`config.mk`:
```
export PLATFORM = sky130hd
export DESIGN_NAME = inst_encoder_loader
export DESIGN_NICKNAME = d
export VERILOG_FILES = /design/src/rtl/inst_encoder_loader_pkg.sv /design/src/rtl/inst_encoder_loader_inst_fifo.sv /design/src/rtl/inst_encoder_loader.sv
export SDC_FILE = /design/constraint.sdc
export NUM_CORES = 1
export LEC_CHECK = 0
export CORE_MARGIN = 8
export CORE_UTILIZATION = 45
export DETAILED_ROUTE_END_ITERATION = 7
export GPL_TIMING_DRIVEN = 0
export PLACE_DENSITY = 0.73
export SETUP_SLACK_MARGIN = 0.05
export SYNTH_ARGS = -nofsm -noshare
export SYNTH_HDL_FRONTEND = slang
export SYNTH_SLANG_ARGS = --single-unit
export TNS_END_PERCENT = 5
```
`constraint.sdc`:
```
create_clock -name clk -period 7.6 [get_ports clk]
set_clock_uncertainty 0.05 [all_clocks]
set_input_delay 1.52 -clock clk [delete_from_list [all_inputs] [get_ports clk]]
set_output_delay 1.52 -clock clk [all_outputs]
set_load 0.01 [all_outputs]
```
`src/rtl/inst_encoder_loader_pkg.sv`:
```
// Shared definitions for the RV32I instruction encoder/loader.
// Holds the field-set format codes, the base opcodes and the immediate range
// limits that the encoder uses for its legality checks.
package inst_encoder_loader_pkg;

    // Format selector values carried on the fmt input (6 and 7 are illegal)
    typedef enum logic [2:0] {
        FMT_R = 3'd0,
        FMT_I = 3'd1,
        FMT_S = 3'd2,
        FMT_B = 3'd3,
        FMT_U = 3'd4,
        FMT_J = 3'd5
    } fmt_e;

    localparam logic [6:0] OP_LUI    = 7'b0110111;
    localparam logic [6:0] OP_AUIPC  = 7'b0010111;
    localparam logic [6:0] OP_JAL    = 7'b1101111;
    localparam logic [6:0] OP_JALR   = 7'b1100111;
    localparam logic [6:0] OP_BRANCH = 7'b1100011;
    localparam logic [6:0] OP_LOAD   = 7'b0000011;
    localparam logic [6:0] OP_STORE  = 7'b0100011;
    localparam logic [6:0] OP_IMM    = 7'b0010011;
    localparam logic [6:0] OP_REG    = 7'b0110011;

    // Inclusive signed limits of each immediate field
    localparam logic signed [31:0] IMM12_MIN = -32'sd2048;
    localparam logic signed [31:0] IMM12_MAX = 32'sd2047;
    localparam logic signed [31:0] SHAMT_MIN = 32'sd0;
    localparam logic signed [31:0] SHAMT_MAX = 32'sd31;
    localparam logic signed [31:0] BIMM_MIN  = -32'sd4096;
    localparam logic signed [31:0] BIMM_MAX  = 32'sd4094;
    localparam logic signed [31:0] JIMM_MIN  = -32'sd1048576;
    localparam logic signed [31:0] JIMM_MAX  = 32'sd1048574;

    // True when the immediate, read as two's complement, lies in [lo, hi]
    function automatic logic immInRange(input logic [31:0] imm,
                                        input logic signed [31:0] lo,
                                        input logic signed [31:0] hi);
        return ($signed(imm) >= lo) && ($signed(imm) <= hi);
    endfunction

endpackage

```
`src/rtl/inst_encoder_loader_inst_fifo.sv`:
```
// Synchronous FIFO with occupancy count, used to buffer tagged instruction
// words. rdata_o shows the head entry; when empty it holds the last entry
// popped (zero after reset) so the consumer never sees stale slots.
// Ports:
//   clk_i, rst_ni   clock, asynchronous active-low reset
//   clr_i           synchronous flush (wins over push and pop)
//   push_i, wdata_i write request and data (ignored when full)
//   pop_i           remove head (ignored when empty)
//   rdata_o         head data
//   full_o, empty_o status flags from current occupancy
//   count_o         number of stored entries
module inst_fifo #(
    parameter int DEPTH = 4,
    parameter int WIDTH = 64
) (
    input  logic                       clk_i,
    input  logic                       rst_ni,
    input  logic                       clr_i,
    input  logic                       push_i,
    input  logic [WIDTH-1:0]           wdata_i,
    input  logic                       pop_i,
    output logic [WIDTH-1:0]           rdata_o,
    output logic                       full_o,
    output logic                       empty_o,
    output logic [$clog2(DEPTH):0]     count_o
);

    localparam int PTR_W = $clog2(DEPTH);
    localparam int CNT_W = PTR_W + 1;

    logic [WIDTH-1:0] mem [DEPTH];
    logic [PTR_W-1:0] wrPtr_q, wrPtr_d;
    logic [PTR_W-1:0] rdPtr_q, rdPtr_d;
    logic [CNT_W-1:0] count_q, count_d;
    logic [WIDTH-1:0] last_q, last_d;
    logic             doPush;
    logic             doPop;

    assign full_o  = (count_q == CNT_W'(DEPTH));
    assign empty_o = (count_q == '0);
    assign count_o = count_q;
    assign rdata_o = empty_o ? last_q : mem[rdPtr_q];

    // Full is judged on current occupancy, so a same-cycle pop never frees
    // room for a push into a full FIFO.
    assign doPush = push_i && !full_o && !clr_i;
    assign doPop  = pop_i && !empty_o && !clr_i;

    always_comb begin
        wrPtr_d = wrPtr_q;
        rdPtr_d = rdPtr_q;
        count_d = count_q;
        last_d  = last_q;
        if (clr_i) begin
            wrPtr_d = '0;
            rdPtr_d = '0;
            count_d = '0;
        end else begin
            if (doPush) begin
                wrPtr_d = wrPtr_q + PTR_W'(1);
            end
            if (doPop) begin
                rdPtr_d = rdPtr_q + PTR_W'(1);
                last_d  = mem[rdPtr_q];
            end
            case ({doPush, doPop})
                2'b10:   count_d = count_q + CNT_W'(1);
                2'b01:   count_d = count_q - CNT_W'(1);
                default: count_d = count_q;
            endcase
        end
    end

    always_ff @(posedge clk_i or negedge rst_ni) begin
        if (!rst_ni) begin
            wrPtr_q <= '0;
            rdPtr_q <= '0;
            count_q <= '0;
            last_q  <= '0;
        end else begin
            wrPtr_q <= wrPtr_d;
            rdPtr_q <= rdPtr_d;
            count_q <= count_d;
            last_q  <= last_d;
        end
    end

    // Storage needs no reset: slots are only visible while counted as valid.
    always_ff @(posedge clk_i) begin
        if (doPush) begin
            mem[wrPtr_q] <= wdata_i;
        end
    end

endmodule

```
`src/rtl/inst_encoder_loader.sv`:
```
// Packs RV32I instruction fields plus a full 32-bit immediate into an
// instruction word, rejects immediates that do not fit the chosen format,
// tags each legal word with a sequential byte address and streams the
// {word, address} pairs out of a small FIFO over valid/ready.
// Ports:
//   clk, rst_n           clock, asynchronous active-low reset
//   clr                  synchronous flush of FIFO, address counter, err_flag
//   in_valid, in_ready   field-set handshake
//   fmt, opcode, rd, rs1, rs2, funct3, funct7, imm   instruction fields
//   out_valid, out_ready output handshake
//   out_inst, out_addr   head word and its byte address
//   count                FIFO occupancy
//   err, err_flag        one-cycle reject pulse, sticky reject flag
module inst_encoder_loader
    import inst_encoder_loader_pkg::*;
#(
    parameter int          DEPTH     = 4,
    parameter logic [31:0] BASE_ADDR = 32'h0000_0000
) (
    input  logic                   clk,
    input  logic                   rst_n,
    input  logic                   clr,
    input  logic                   in_valid,
    output logic                   in_ready,
    input  logic [2:0]             fmt,
    input  logic [6:0]             opcode,
    input  logic [4:0]             rd,
    input  logic [4:0]             rs1,
    input  logic [4:0]             rs2,
    input  logic [2:0]             funct3,
    input  logic [6:0]             funct7,
    input  logic [31:0]            imm,
    output logic                   out_valid,
    input  logic                   out_ready,
    output logic [31:0]            out_inst,
    output logic [31:0]            out_addr,
    output logic [$clog2(DEPTH):0] count,
    output logic                   err,
    output logic                   err_flag
);

    fmt_e        fmtSel;
    logic [31:0] encWord;
    logic        setBad;
    logic        isShiftI;
    logic        accept;
    logic        fifoFull;
    logic        fifoEmpty;
    logic [63:0] fifoHead;
    logic [31:0] addr_q, addr_d;
    logic        err_q, err_d;
    logic        errFlag_q, errFlag_d;

    assign fmtSel   = fmt_e'(fmt);
    assign isShiftI = (opcode == OP_IMM) && ((funct3 == 3'b001) || (funct3 == 3'b101));

    // Encode the field set and decide whether its immediate is legal.
    always_comb begin
        encWord = '0;
        setBad  = 1'b0;
        case (fmtSel)
            FMT_R: begin
                encWord = {funct7, rs2, rs1, funct3, rd, opcode};
            end
            FMT_I: begin
                if (isShiftI) begin
                    encWord = {funct7, imm[4:0], rs1, funct3, rd, opcode};
                    setBad  = !immInRange(imm, SHAMT_MIN, SHAMT_MAX);
                end else begin
                    encWord = {imm[11:0], rs1, funct3, rd, opcode};
                    setBad  = !immInRange(imm, IMM12_MIN, IMM12_MAX);
                end
            end
            FMT_S: begin
                encWord = {imm[11:5], rs2, rs1, funct3, imm[4:0], opcode};
                setBad  = !immInRange(imm, IMM12_MIN, IMM12_MAX);
            end
            FMT_B: begin
                encWord = {imm[12], imm[10:5], rs2, rs1, funct3, imm[4:1], imm[11], opcode};
                setBad  = !immInRange(imm, BIMM_MIN, BIMM_MAX) || imm[0];
            end
            FMT_U: begin
                encWord = {imm[31:12], rd, opcode};
                setBad  = (imm[11:0] != 12'd0);
            end
            FMT_J: begin
                encWord = {imm[20], imm[10:1], imm[11], imm[19:12], rd, opcode};
                setBad  = !immInRange(imm, JIMM_MIN, JIMM_MAX) || imm[0];
            end
            default: begin
                setBad = 1'b1;
            end
        endcase
    end

    // in_ready is held low during reset so nothing is accepted mid-reset.
    assign in_ready = rst_n && !fifoFull && !clr;
    assign accept   = in_valid && in_ready;

    // Rejected sets still complete the handshake but leave address untouched.
    always_comb begin
        addr_d    = addr_q;
        err_d     = accept && setBad;
        errFlag_d = errFlag_q;
        if (clr) begin
            addr_d    = BASE_ADDR;
            errFlag_d = 1'b0;
        end else if (accept) begin
            if (setBad) begin
                errFlag_d = 1'b1;
            end else begin
                addr_d = addr_q + 32'd4;
            end
        end
    end

    always_ff @(posedge clk or negedge rst_n) begin
        if (!rst_n) begin
            addr_q    <= BASE_ADDR;
            err_q     <= 1'b0;
            errFlag_q <= 1'b0;
        end else begin
            addr_q    <= addr_d;
            err_q     <= err_d;
            errFlag_q <= errFlag_d;
        end
    end

    inst_fifo #(
        .DEPTH (DEPTH),
        .WIDTH (64)
    ) u_fifo (
        .clk_i   (clk),
        .rst_ni  (rst_n),
        .clr_i   (clr),
        .push_i  (accept && !setBad),
        .wdata_i ({encWord, addr_q}),
        .pop_i   (out_ready),
        .rdata_o (fifoHead),
        .full_o  (fifoFull),
        .empty_o (fifoEmpty),
        .count_o (count)
    );

    assign out_valid = !fifoEmpty;
    assign out_inst  = fifoHead[63:32];
    assign out_addr  = fifoHead[31:0];
    assign err       = err_q;
    assign err_flag  = errFlag_q;

endmodule

```
Yosys cells after proc, flatten, opt, wreduce, memory -nomap -nowiden
Memories as Yosys holds them, arrays and structs flattened.
Index checks and enable logic that the tools add are counted.
{ "totals": {"ff_bits": 105, "ram_bits": 256, "wordCells": 89, "memories": 1} }
{ "classes": {"addsub": 5, "n_lt_le_gt_ge": 8, "eq_ne": 12, "mux": 19, "bitwise_logic": 1, "n_reduce_logical": 36} }
{ "memory_table": {"columns": ["memory", "words", "width", "read_ports", "rd_ports_with_merged_regs", "write_ports", "line_no", "text"], "rows": [
  ["u_fifo.mem", 4, 64, 1, 0, 1, "inst_encoder_loader_inst_fifo.sv:31", "logic [WIDTH-1:0] mem [DEPTH];"]
]} }
{ "ops": {"columns": ["cell", "n"], "rows": [
  ["$pmux 32 s6", 1],
  ["$mux 32", 4],
  ["$mux 64", 1],
  ["$add 32x3->32 const B", 1],
  ["$ge 32x1->1 const B", 1],
  ["$ge 32x12->1 const B", 1],
  ["$ge 32x13->1 const B", 1],
  ["$ge 32x21->1 const B", 1],
  ["$le 32x12->1 const B", 1],
  ["$le 32x13->1 const B", 1],
  ["$le 32x21->1 const B", 1],
  ["$le 32x6->1 const B", 1],
  ["$logic_and 1x1->1", 14],
  ["$eq 3x3->1 const B", 4],
  ["$reduce_bool 12->1", 1],
  ["$logic_not 1->1", 8],
  ["$mux 2", 4],
  ["$reduce_bool 2->1", 4],
  ["$eq 7x5->1 const B", 1],
  ["$eq 3x1->1 const B", 2],
  ["$eq 3x2->1 const B", 2],
  ["$logic_not 3->1", 2],
  ["$mux 1", 6],
  ["$pmux 1 s6", 1],
  ["12 further kinds", 17]
]} }

Longest topological paths before layout
{ "depth": {"word_depth": 12, "mapped_depth": 12, "mapped_depth_nobuf": 10} }

Modules after synthesis
From an unflattened synthesis, not the netlist that was laid out.
{ "unflattened": {"hier_cells": 1082, "area_unflattened_um2": 15861.5} }
{ "modules_own_cells": {"columns": ["module", "instances", "cells_per_inst", "area_per_inst_um2", "seq_area_each_um2"], "rows": [
  ["inst_fifo", 1, 738, 13143.9, 9464.1],
  ["inst_encoder_loader", 1, 344, 2717.6, 800.8]
]} }

Worst setup path after synthesis
OpenSTA, ideal clock, no wires.
{ "synth_timing": {"path_kind": "input port to flip-flop", "startpoint": "in imm[26]", "endpoint": "mem u_fifo.mem[0][10] (enable)", "setup_ns": 0.427, "t_arrival_ns": 4.526, "t_required_ns": 7.123, "setup_slack_ns": 2.598, "stages": 6, "path_cell_list": "nor4_1 nand3_1 or3_4 a311oi_4 clkbuf_1 and3_1"} }
{ "synth_between": {"elab_chain_cells": 11, "word_cells_on_any_way": 26, "cone_classes": "order compare: 8; mux: 4; reduce/logical: 14"} }
{ "synth_rtl": {"columns": ["element", "line_no", "text"], "rows": [
  ["start, declared", "inst_encoder_loader.sv:32", "input logic [31:0] imm,"],
  ["$ge 32x12->1 (tied with other cells)", "inst_encoder_loader_pkg.sv:40", "return ($signed(imm) >= lo) && ($signed(imm) <= hi);"],
  ["$logic_and 1x1->1", "inst_encoder_loader_pkg.sv:40", null],
  ["$logic_not 1->1, on equally long branches", null, null],
  ["$mux 1 (tied with other cells)", "inst_encoder_loader.sv:66", "if (isShiftI) begin"],
  ["$pmux 1 s6 (*)", "inst_encoder_loader.sv:61", "case (fmtSel)"],
  ["$logic_not 1->1 (*)", "inst_encoder_loader.sv:136", ".push_i (accept && !setBad),"],
  ["$logic_and 1x1->1 (*)", "inst_encoder_loader.sv:136", null],
  ["$logic_and 1x1->1 (*) (2 in series)", "inst_encoder_loader_inst_fifo.sv:46", "assign doPush = push_i && !full_o && !clr_i;"],
  ["$mux 1 (*)", "inst_encoder_loader_inst_fifo.sv:90", "if (doPush) begin"],
  ["$mux 1 (not written as such) (*)", "inst_encoder_loader_inst_fifo.sv:91", "mem[wrPtr_q] <= wdata_i;"],
  ["end, declared", "inst_encoder_loader_inst_fifo.sv:31", null]
]} }
Mark *: on every way between the ends. The rest lies on a longest branch, timed or not.

Final worst setup path
{ "layout_timing": {"startpoint": "reg u_fifo.rdPtr_q[0]", "endpoint": "out out_addr[23]"} }
{ "layout_between": {"elab_chain_cells": 2} }
{ "layout_rtl": {"columns": ["element", "line_no", "text"], "rows": [
  ["start, declared", "inst_encoder_loader_inst_fifo.sv:33", "logic [PTR_W-1:0] rdPtr_q, rdPtr_d;"],
  ["start signal, assigned", "inst_encoder_loader_inst_fifo.sv:82", "rdPtr_q <= rdPtr_d;"],
  ["$mem_v2 4x64", null, null],
  ["$mux 64", "inst_encoder_loader_inst_fifo.sv:42", "assign rdata_o = empty_o ? last_q : mem[rdPtr_q];"],
  ["end, declared", "inst_encoder_loader.sv:36", "output logic [31:0] out_addr,"]
]} }
Every way passes these cells.

==> metrics <==
Async S/R FF share, synth=28.94%; Row Count=66; core region area=32,540 um^2; Post-Synth XOR/XNOR Area=less than 1%; die height=between 150 and 200 um; Initial Util=45.73%; post-DR vias/cell=5.538; Post-route DRC=0; crit path DAT=3.57 ns; Placed Area=between 15,000 and 20,000 um^2; Synth Cell Area=around 15,000 um^2; number of port buffers=~140; Startpoint Class=register; CTS resizes=0; Post-synth top flop=edfxtp_1; clk buf depth=3; Root Buffer=clkbuf_16; worst path required time=slightly above 6 ns; RSZ-0062 raised after global routing=false; initial antenna violation count=0; total wire length=~35,000 um; Clk pin slew, worst setup/hold paths=0.06 ns; leading cell type in the layout, fill and taps excluded=edfxtp_1; share of cells above drive strength 1=between 10% and 20%; WL per Instance=between 20 and 25 um; Die ar.=between 30,000 and 40,000 um^2; status=complete, no violations; Setup Viol. Count Final=0; critical path class=register to output pin; post-DP HPWL=around 23,000 um; CP Max Fanout=10; Max Slew Vio Count=0; post-route ant nets=0; Synth Area per Inst=14.59 um^2; gr ovfl total=0; VDD IR max=roughly 150 uV; Hold Vio Cnt, Final=0; Antenna Cells=0; Rel. slew slack=between 10% and 20%; routability cong.=between 0.9 and 1; fin nets=about 1.3k; post-CTS setup repair buffer count=0; post-synthesis adder-cell area fraction=less than 1%; worst min-delay path class=register to register; Num CTS Buffers=37; Slew @ Worst Pin=~1.2 ns; pin count of the biggest net entering global routing=85; minimum clock period after layout=about 5 ns; Chip Width=slightly below 200 um; Power Total=between 5 and 6 mW; compound-cell area share of the yosys netlist=4.718%; multiplexer area fraction after synthesis=around 15%; 1st-iter DRT viols=607; post-synthesis simple-gate area fraction=10.70%; max_cap viols=0; Tot GR Track Use=around 18%; vias in the first global route=9,684; library cells used by synthesis=60; f_max=a little under 200 MHz; Power Density=288.5 nW/um^2; synthesis-to-finish area growth=22.03%; CTS hold repair buffers=0; Worst-Skew Late Latency=~0.52 ns; first-pass GRT wire length=roughly 55,000 um; Synth Warn #=0; cell count after synthesis=1,020; EDFF count, synth=~250; I/O pin total=about 140; largest family of logic cells by synthesized area=multiplexers; static leakage=6.560 nW; most frequent cells in the layout=edfxtp_1 (248), nand2_1 (219), clkdlybuf4s50_1 (137); crit end category=output pin; total number of vias=9,265; TritonCTS clock tree=done; Design Area, Final=18,160 um^2; clock sink count=approximately 350; final cycle utilization of the critical path=between 60% and 70%; htree depth=2; register area share after synthesis=around two thirds; flops & latches, synth=~350; Pre-antenna DRT Iters=5
metrics by stage:
step	utilization [%]	TNS (ns)	instances	setup slack [ns]	hold WS, ns
6_report	55.80	0	1673	2.456	0.4375
5_1_grt	55.80	0	1673	2.192	0.4682
4_1_cts	55.80	0	1673	2.322	0.4397
3_5_place_dp	52.22	0	1607	2.334	0.4226
3_3_place_gp	51.68	-795.53	1601	-3.156	0.4195
2_1_floorplan	-	0	1021	2.598	0.4306
per-layer routing:
layer	up-vias	share of wire (%)	GRT usage (%)
met5	-	0	0
met4	0	2.1	4.729
met3	51	7.6	4.261
met2	316	48	30.13
met1	4683	42	23.20
li1	4215	-	-
power by group:
part / total, mW / leakage (nW) / internal, mW / switching [mW]
clock: 1.72 / 0.575 / 1.02 / 0.700
combinational: 1.22 / 2.31 / 0.644 / 0.579
sequential: 2.30 / 3.67 / 2.21 / 0.0851
critical path: stages (launching register included):
cell,delay (ns)
dfrtp_1,0.32
clkbuf_1,0.63
buf_1,0.76
mux4_2,0.66
nand2_1,0.10
nand2_1,0.08
clkdlybuf4s50_1,0.49
cells in the mapped netlist, drive strengths merged (18+ instances only):
cell type,n,share of area [%]
buf,18,0.54
nand2,220,5.6
nor2,20,0.50
clkbuf,36,0.91
or3,21,0.92
o21ai,27,0.91
edfxtp,248,50
mux4,62,9.4
a21oi,26,0.87
mux2,66,5.0
dfrtp,101,17
inv,21,0.53
sequential cells by signal, summed over array words and instances (netlist names):
signal,count
u_fifo.wrPtr_q,2
err,1
u_fifo.count_o,3
err_flag,1
addr_q,30
u_fifo.rdPtr_q,2
u_fifo.mem,248
u_fifo.last_q,62
layout make-up:
| class | instances | area (um^2) |
|---|---|---|
| repair buffers | 144 | 1531 |
| plain buffers | 54 | 215.2 |
| clock buffers | 50 | 1026 |
| fillers | 2595 | 14380 |
| inverters | 21 | 78.83 |
| flip-flops and latches | 349 | 9975 |
| clock inverters | 16 | 138.9 |
| multi-input cells | 597 | 4638 |
| well taps | 442 | 553.0 |
path summary, 6_finish.rpt:
kind                                        start                 to  slack, ns  cells after the start
worst max-delay path            u_fifo.rdPtr_q[0]       out_addr[23]       2.46                      6
worst min register to register           err_flag           err_flag       0.44                      1
worst min-delay path                     err_flag           err_flag       0.44                      1
worst max register to register  u_fifo.count_o[0]  u_fifo.last_q[45]       4.20                      7
min in group asynchronous                   rst_n   u_fifo.last_q[8]       0.80                      1
max in group asynchronous                   rst_n  u_fifo.last_q[60]       5.98                      2
cells by family after synthesis:
group                      count (synthesis)
DFF                                      349
and+or+nand+nor                          349
other                                      1
buffers and inverters                     75
AOI/OAI and AO/OA                        102
muxes                                    130
adders and majority gates                  6
xor gates and xnor gates                   8
Note: power is estimated with default switching activity, not from simulation.
